File: config.mk
export PLATFORM = sky130hd
export DESIGN_NAME = seg7_capture_flat
export DESIGN_NICKNAME = d
export VERILOG_FILES = /design/src/rtl/seg7_pkg.sv /design/src/rtl/seg7_capture_if.sv /design/src/rtl/seg7_decode.sv /design/src/rtl/seg7_capture.sv /design/src/flat_wrapper.sv
export SDC_FILE = /design/constraint.sdc
export NUM_CORES = 1
export LEC_CHECK = 0
export ABC_AREA = 0
export BUFFER_PORTS_ARGS = -buffer_cell sky130_fd_sc_hd__buf_2
export CAP_MARGIN = 20
export CORE_MARGIN = 2
export CORE_UTILIZATION = 60
export DETAILED_ROUTE_END_ITERATION = 10
export PLACE_DENSITY = 0.8
export SYNTH_ARGS = -nofsm -noshare
export SYNTH_HDL_FRONTEND = slang
export SYNTH_SLANG_ARGS = --single-unit
File: constraint.sdc
create_clock -name CLOCK_50 -period 3.9 [get_ports CLOCK_50]
set_input_delay 0.78 -clock CLOCK_50 [delete_from_list [all_inputs] [get_ports CLOCK_50]]
set_output_delay 0.78 -clock CLOCK_50 [all_outputs]
set_load 0.05 [all_outputs]
File: src/rtl/seg7_pkg.sv
// Shared constants and types for the seven-segment capture path.
package seg7_pkg;

    // Active-low patterns, bit 6 = g ... bit 0 = a
    localparam logic [6:0] SEG_BLANK = 7'h7F;
    localparam logic [6:0] SEG_F     = 7'b0001110;

    // Display encoder table: index is the nibble shown
    localparam logic [6:0] SEG_HEX [16] = '{
        7'h40, 7'h79, 7'h24, 7'h30, 7'h19, 7'h12, 7'h02, 7'h78,
        7'h00, 7'h10, 7'h08, 7'h03, 7'h46, 7'h21, 7'h06, 7'h0E
    };

    localparam int unsigned NUM_DIGITS = 6;

    typedef enum logic [1:0] {
        StIdle,
        StCollect,
        StResolve
    } state_e;

    typedef struct packed {
        logic [3:0] nibble;
        logic       is_blank;
        logic       is_f;
        logic       invalid;
    } digit_t;

endpackage

File: src/rtl/seg7_capture_if.sv
// Segment stream in, decoded frame results out.
interface seg7_capture_if;
    logic [6:0] seg_in;
    logic       seg_valid;
    logic       seg_first;
    logic [9:0] value;
    logic [9:0] original;
    logic       complement;
    logic       frame_valid;
    logic       frame_err;
    logic       ambig;

    modport master (
        output seg_in, seg_valid, seg_first,
        input  value, original, complement, frame_valid, frame_err, ambig
    );

    modport slave (
        input  seg_in, seg_valid, seg_first,
        output value, original, complement, frame_valid, frame_err, ambig
    );
endinterface

File: src/rtl/seg7_decode.sv
// Inverse of the display encoder: pattern -> nibble, with blank/invalid flags.
module seg7_decode
    import seg7_pkg::*;
(
    input  logic [6:0] seg_i,
    output logic [3:0] nibble_o,
    output logic       is_blank_o,
    output logic       invalid_o
);

    // Table search; anything neither hex nor blank is invalid
    always_comb begin
        nibble_o   = 4'h0;
        is_blank_o = (seg_i == SEG_BLANK);
        invalid_o  = ~is_blank_o;
        for (int i = 0; i < 16; i++) begin
            if (seg_i == SEG_HEX[i]) begin
                nibble_o  = 4'(i);
                invalid_o = 1'b0;
            end
        end
    end

endmodule

File: src/rtl/seg7_capture.sv
// Collects six display digits, resolves the frame mode and recovers the value.
module seg7_capture
    import seg7_pkg::*;
#(
    parameter int unsigned FRAME_TIMEOUT = 255
) (
    input  logic          CLOCK_50,
    input  logic          RESET,
    seg7_capture_if.slave bus
);

    localparam int unsigned TW = $clog2(FRAME_TIMEOUT + 1);

    state_e     state_q, state_d;
    logic [2:0] cnt_q, cnt_d;
    logic [TW-1:0] idle_q, idle_d;
    digit_t     digits_q [NUM_DIGITS];
    digit_t     digits_d [NUM_DIGITS];
    logic [9:0] value_q, value_d, original_q, original_d;
    logic       complement_q, complement_d, ambig_q, ambig_d;
    logic       frame_valid_q, frame_valid_d, frame_err_q, frame_err_d;

    logic [3:0] dec_nibble;
    logic       dec_blank, dec_invalid;
    digit_t     new_digit;

    seg7_decode u_decode (
        .seg_i      (bus.seg_in),
        .nibble_o   (dec_nibble),
        .is_blank_o (dec_blank),
        .invalid_o  (dec_invalid)
    );

    assign new_digit = '{nibble: dec_nibble, is_blank: dec_blank,
                         is_f: (bus.seg_in == SEG_F), invalid: dec_invalid};

    logic       res_err, res_comp, res_ambig;
    logic [3:0] d2_nib;
    logic [9:0] res_value;

    // Evaluate the stored frame; only consumed while in StResolve
    always_comb begin
        res_err   = 1'b0;
        res_comp  = digits_q[3].is_f;
        res_ambig = 1'b0;
        d2_nib    = digits_q[2].nibble;
        for (int i = 0; i < NUM_DIGITS; i++) begin
            if (digits_q[i].invalid) res_err = 1'b1;
        end
        if (!digits_q[3].is_blank && !digits_q[3].is_f) res_err = 1'b1;
        if (digits_q[4] != digits_q[3] || digits_q[5] != digits_q[3]) res_err = 1'b1;
        if (res_comp) begin
            // The display never emits a literal 0 in complement mode
            for (int i = 0; i < 3; i++) begin
                if (digits_q[i].is_blank || digits_q[i].nibble == 4'h0) res_err = 1'b1;
            end
            if (digits_q[2].is_f) d2_nib = 4'h0;
            else if (digits_q[2].nibble > 4'h3) res_err = 1'b1;
            res_ambig = digits_q[0].is_f | digits_q[1].is_f;
        end else begin
            for (int i = 0; i < 3; i++) begin
                if (digits_q[i].is_blank) res_err = 1'b1;
            end
            if (digits_q[2].nibble > 4'h3) res_err = 1'b1;
        end
        res_value = {d2_nib[1:0], digits_q[1].nibble, digits_q[0].nibble};
    end

    // Next-state: frame collection, timeout and result publication
    always_comb begin
        state_d       = state_q;
        cnt_d         = cnt_q;
        idle_d        = idle_q;
        digits_d      = digits_q;
        value_d       = value_q;
        original_d    = original_q;
        complement_d  = complement_q;
        ambig_d       = ambig_q;
        frame_valid_d = 1'b0;
        frame_err_d   = 1'b0;

        case (state_q)
            StCollect: begin
                if (bus.seg_valid) begin
                    idle_d = '0;
                    if (bus.seg_first) begin
                        // Silent restart: the partial frame is dropped
                        digits_d[0] = new_digit;
                        cnt_d       = 3'd1;
                    end else begin
                        digits_d[cnt_q] = new_digit;
                        cnt_d           = cnt_q + 3'd1;
                        if (cnt_q == 3'(NUM_DIGITS - 1)) state_d = StResolve;
                    end
                end else begin
                    idle_d = idle_q + 1'b1;
                    if (idle_q == TW'(FRAME_TIMEOUT - 1)) begin
                        frame_err_d = 1'b1;
                        state_d     = StIdle;
                        cnt_d       = '0;
                    end
                end
            end
            StResolve: begin
                state_d = StIdle;
                cnt_d   = '0;
                if (res_err) begin
                    frame_err_d = 1'b1;
                end else begin
                    frame_valid_d = 1'b1;
                    value_d       = res_value;
                    original_d    = res_comp ? (~res_value + 10'd1) : res_value;
                    complement_d  = res_comp;
                    ambig_d       = res_ambig;
                end
            end
            default: ;
        endcase

        // A frame start is honoured in StIdle and in the resolve cycle alike
        if (state_q != StCollect && bus.seg_valid && bus.seg_first) begin
            digits_d[0] = new_digit;
            cnt_d       = 3'd1;
            idle_d      = '0;
            state_d     = StCollect;
        end
    end

    // State and output registers
    always_ff @(posedge CLOCK_50 or posedge RESET) begin
        if (RESET) begin
            state_q       <= StIdle;
            cnt_q         <= '0;
            idle_q        <= '0;
            digits_q      <= '{default: '0};
            value_q       <= '0;
            original_q    <= '0;
            complement_q  <= 1'b0;
            ambig_q       <= 1'b0;
            frame_valid_q <= 1'b0;
            frame_err_q   <= 1'b0;
        end else begin
            state_q       <= state_d;
            cnt_q         <= cnt_d;
            idle_q        <= idle_d;
            digits_q      <= digits_d;
            value_q       <= value_d;
            original_q    <= original_d;
            complement_q  <= complement_d;
            ambig_q       <= ambig_d;
            frame_valid_q <= frame_valid_d;
            frame_err_q   <= frame_err_d;
        end
    end

    assign bus.value       = value_q;
    assign bus.original    = original_q;
    assign bus.complement  = complement_q;
    assign bus.ambig       = ambig_q;
    assign bus.frame_valid = frame_valid_q;
    assign bus.frame_err   = frame_err_q;

endmodule

File: src/flat_wrapper.sv
// flat-port wrapper written by rule: the top's interface ports become plain ports
module seg7_capture_flat import seg7_pkg::*;
#(
    parameter int unsigned FRAME_TIMEOUT = 255
)
  (CLOCK_50, RESET, bus_seg_in, bus_seg_valid, bus_seg_first, bus_value, bus_original, bus_complement, bus_frame_valid, bus_frame_err, bus_ambig);
  seg7_capture_if bus_i ();
  input  logic CLOCK_50;
  input  logic RESET;
  input wire logic [$bits(bus_i.seg_in)-1:0] bus_seg_in;
  input wire logic [$bits(bus_i.seg_valid)-1:0] bus_seg_valid;
  input wire logic [$bits(bus_i.seg_first)-1:0] bus_seg_first;
  output wire logic [$bits(bus_i.value)-1:0] bus_value;
  output wire logic [$bits(bus_i.original)-1:0] bus_original;
  output wire logic [$bits(bus_i.complement)-1:0] bus_complement;
  output wire logic [$bits(bus_i.frame_valid)-1:0] bus_frame_valid;
  output wire logic [$bits(bus_i.frame_err)-1:0] bus_frame_err;
  output wire logic [$bits(bus_i.ambig)-1:0] bus_ambig;
  assign bus_i.seg_in = bus_seg_in;
  assign bus_i.seg_valid = bus_seg_valid;
  assign bus_i.seg_first = bus_seg_first;
  assign bus_value = bus_i.value;
  assign bus_original = bus_i.original;
  assign bus_complement = bus_i.complement;
  assign bus_frame_valid = bus_i.frame_valid;
  assign bus_frame_err = bus_i.frame_err;
  assign bus_ambig = bus_i.ambig;
  seg7_capture #(.FRAME_TIMEOUT(FRAME_TIMEOUT)) u_core (.CLOCK_50(CLOCK_50), .RESET(RESET), .bus(bus_i));
endmodule
# == After elaboration in Yosys (flattened, before gate mapping) ==
# Index checks and enable logic that the tools add are counted.
# W data, S select, Z words.
# word_totals
input_bits,11
ff_bits,79
# classes
reduce_logical,22
bitwise_logic,6
n_eq_ne,26
mux,81
order_cmp,3
addsub,3
# ops
cell,n
$mux W42,2
$mux W4,14
$bwmux W42,1
$mux W1,41
$eq A7 B7 Y1 const B,5
$mux W35,1
$mux W8,3
$demux W7 S3,1
$eq A7 B5 Y1 const B,3
$eq A7 B6 Y1 const B,3
$mux W7,3
$eq A7 B2 Y1 const B,2
$eq A7 B4 Y1 const B,2
$mux W2,7
$ne A7 B7 Y1,2
$logic_not A4 Y1,3
$mux W3,4
$add A10 B1 Y10 const B,1
$mux W10,1
$not A10 Y10,1
$add A8 B1 Y8 const B,1
$eq A8 B8 Y1 const B,1
$ne A4 B2 Y1 const B,2
$eq A7 B3 Y1 const B,1
24 further kinds,36

# == Logic depth before layout (Yosys ltp) ==
# depth
ltp_word,23
depth_mapped,8
ltp_nobuf,7

# == Hierarchy ==
# From an unflattened synthesis, not the netlist that was laid out.
# unflattened
hier_cells,361
area_unflattened_um2,4161.5
# modules_own_cells
mod,area_per_inst_um2,cells_per_inst,n_inst,seq_area_each_um2
seg7_capture,3752.3,306,1,1951.9
seg7_decode,409.1,55,1,0.0

# == Worst setup path before layout ==
# No wires, ideal clock.
# synth_timing
path_kind,input to register
from,input port bus_seg_in[2]
to,register u_core.digits_q[14] (netlist name)
n_path_buf,1
stages,6
setup_ns,0.125
t_arrival_ns,2.254
required_time_ns,3.775
slack_ns,1.521
path_cell_list,buf_2 > or3_1 > or4_1 > o21ai_0 > nor3_1 > mux2_2
# synth_between
elab_chain_len,19
word_cells_on_any_way,35
# synth_lines
item,line_no,text
start: declaration,flat_wrapper.sv:10,input wire logic [$bits(bus_i.seg_in)-1:0] bus_seg_in;
$eq A7 B7 Y1,seg7_decode.sv:14,is_blank_o = (seg_i == SEG_BLANK);
$not A1 Y1,seg7_decode.sv:15,invalid_o = ~is_blank_o;
$mux W1 (15 in a row),seg7_decode.sv:17,if (seg_i == SEG_HEX[i]) begin
$mux W1 (*),seg7_decode.sv:17,
$bwmux W42 (*),seg7_capture.sv:91,digits_d[cnt_q] = new_digit;
end signal: assignment,seg7_capture.sv:146,digits_q <= digits_d;
end: declaration,seg7_capture.sv:17,digit_t digits_q [NUM_DIGITS];
# Every way passes the cells marked *; elsewhere a longest branch is shown, timed or not.
# A chain may end at the register's enable or synchronous reset.

# == Worst setup path after layout ==
# layout_timing
from,register u_core.digits_q (netlist bit u_core.res_comp)
to,register u_core.complement_q (netlist: u_core.bus.complement)
# layout_between
elab_chain_len,12
word_cells_on_any_way,19
# layout_lines
item,line_no,text
branches (longest 12 deep; another with $ne A7 B7 Y1),--,
end signal: assignment,seg7_capture.sv:149,complement_q <= complement_d;
end: declaration,seg7_capture.sv:20,"logic complement_q, complement_d, ambig_q, ambig_d;"
# Parallel ways; which one is timed is not known.

==> key figures <==
Layout
  • Area Growth Syn to Fin: 8.82%
  • Commonest non-fill, non-tap cell in the layout: dfrtp_1
  • Final #Nets: 433
  • Leading cell types in the layout, fill and taps excluded: dfrtp_1 (78), o21ai_0 (46), nand2_1 (46)
  • N_diodes: 0
  • Share of cells above drive strength 1: 0.248
  • Final instance area: 4430 um^2

Clocking
  • H-Tree Depth: 3
  • CTS tree: built
  • CTS buffer count: 9
  • Post-CTS Resized: 0
  • Latest clock arrival within the worst-skew pair: 360 ps
  • # hold bufs at CTS: 0
  • Clock sinks: 78
  • Clk buf depth: 2
  • Root Buffer: clkbuf_8
  • Clock Pin Slew Worst Setup and Hold Paths: 90 ps
  • Post-CTS setup repair buffer count: 0

Detailed routing
  • Vias per cell: 6.07
  • DRT Pass-1 Iters: 5
  • DRC errors left: 0
  • Drt total wl: 8240 um
  • Final ANT Viol Nets: 0
  • Average wire per standard cell: 16.5 um
  • Vias: 3035
  • Starting DRT DRC Count: 184

Yosys
  • Yosys reg bits: 78
  • Sequential-to-total area share from yosys stat: 0.479
  • Top FF cell, synth: dfrtp_1
  • Top post-synthesis cells by area: dfrtp_1 (48%), mux2_4 (6.3%), mux2_2 (5.8%)
  • Post-Syn Nets: 406
  • Share of flip-flops with an asynchronous set or reset: 1.00
  • Post-synth EDFFs: 0
  • Mean Syn Cell Area: 10.5 um^2
  • Yosys warns: 0
  • Synth area leader: dfrtp_1
  • Gate Count Post-Synth: 388
  • Synth top area share: 0.479
  • Synthesized area: 4070 um^2
  • Yosys cell types: 58

GRT
  • First-pass GRT wire length: 14200 um
  • GRT Overall Usage: 0.244
  • Grt ovf: 0
  • Vias in the first global route: 2832
  • Initial antenna violation count: 0
  • Largest net degree at the start of global routing: 29

Placed design
  • Pre-CTS setup slack: 1370 ps
  • GPL Wtd Cong: 0.937
  • Placed Area: 4250 um^2
  • Port bufs: 34
  • Final HPWL DP: 5760 um

Worst setup path
  • Critical path arrival: 2740 ps
  • Crit path capture type: register
  • Stages on the worst setup path: 6
  • CP bufs+invs: 1
  • CP max FO: 22
  • Critical Path Start Type: register
  • Crit-path slowest cell: dfrtp_1
  • CP max stage delay: 790 ps
  • R2R setup slack: 1410 ps
  • Critical-path cell list: or2b_2 -> o2111ai_1 -> a2111oi_4 -> nand4_2 -> buf_4 -> mux2_4
  • Worst r2r path cells: 6
  • Worst Setup Path Type: reg2reg
  • Critical path's top delay family: flip-flops
  • Worst EP required: 4150 ps

Timing
  • Final Skew: 9.92 ps
  • Ratio of final minimum period to clock period: 0.639
  • Final setup margin: 1410 ps
  • Slew margin rel.: 0.507
  • RSZ-0062 raised after global routing: no
  • Final setup viols: 0
  • Setup TNS: 0 ps
  • Slew @ Worst Pin: 738 ps
  • Worst hold slack: 451 ps
  • F_max: 401 MHz
  • Max Slew Vio Count: 0
  • Min Tclk post-route: 2490 ps
  • Final Hold Viols: 0

Die
  • Ports: 35
  • Initial core utilization: 0.609
  • Full die area: 7460 um^2
  • Core Footprint: 6680 um^2
  • Width of the die: 86.4 um
  • Die H: 86.4 um
  • # rows: 30

Power and ir drop
  • Maximum VDD drop: 0.184 mV
  • Pwr Total: 1970 uW
  • Leak Pwr: 0.00213 uW
  • Power Density: 445 nW/um^2

Job
  • Maximum capacitance violations: 0

Run status
  • Status: completed

Worst hold path
  • Min-delay worst type: in2async
cell families after synthesis:
family	share of synthesized area
multiplexers	0.131
AND/OR/NAND/NOR	0.179
XOR/XNOR	0.0194
AO/OA/AOI/OAI	0.127
flip-flops	0.479
adder cells (fa/ha/maj)	0.0215
buffers and inverters	0.0439
metrics by stage:
stage               std cells  utilization
finish                    500        0.663
global route              500        0.663
CTS                       500        0.663
detailed placement        484        0.636
global placement          484        0.636
floorplan                 388            -
routing by layer:
metal / track usage / share of wire
met3: 0.0381 / 0.047
met1: 0.340 / 0.44
met2: 0.375 / 0.49
met5: 0 / 0
met4: 0.116 / 0.031
sequential cells by signal (all words and copies together) (netlist names):
signal	flops
u_core.bus.ambig	1
u_core.state_q	2
u_core.bus.value	9
u_core.bus.original	10
u_core.bus.frame_err	1
u_core.idle_q	8
u_core.bus.frame_valid	1
u_core.digits_q	41
u_core.res_comp	1
u_core.cnt_q	3
u_core.bus.complement	1
synthesized netlist by cell type (2+ instances only):
master      n
mux2i_1     4
nor2b_1     2
a21oi_1     6
o22ai_1     3
o31ai_1     3
a22o_1      4
nor4_1      5
buf_1       2
nor2_1     15
and3_1      2
nand3_1    10
ha_1        7
nand4b_1    3
o221ai_1    2
buf_6       3
nand4_1     3
xor2_1      3
mux2_4     17
nand2b_1    2
and3b_1     3
xnor2_1     6
nor3b_1     6
or4_1       5
nand2_1    46
or3_1       5
clkbuf_1   12
mux2_2     21
and4_1      2
buf_2       3
o2111ai_1   2
a31oi_1     4
dfrtp_1    78
nor3_1     11
inv_1      15
nor4b_1     3
a22oi_1     2
o21ai_0    46
or3b_2      2
power breakdown:
part	total (uW)	internal (uW)	switching (uW)
clock network	564	238	326
registers	968	880	88.2
logic	441	178	263
total	1970	1300	677
path summary, 6_finish.rpt:
check,startpoint,endpoint
worst max register to register,u_core.res_comp,u_core.bus.complement
max in group asynchronous,RESET,u_core.digits_q[16]
worst min-delay path,RESET,u_core.state_q[1]
min in group CLOCK_50,u_core.digits_q[29],u_core.digits_q[29]
worst min register to register,u_core.digits_q[29],u_core.digits_q[29]
worst max-delay path,u_core.res_comp,u_core.bus.complement
cell type report:
class / instances / area [um^2]
repair buffers: 38 / 200
multi-input cells: 273 / 1940
fillers: 532 / 2250
flip-flops and latches: 78 / 1950
inverters: 15 / 56.3
clock buffers: 9 / 124
clock inverters: 7 / 57.6
well taps: 80 / 100
Note: power is estimated with default switching activity, not from simulation.
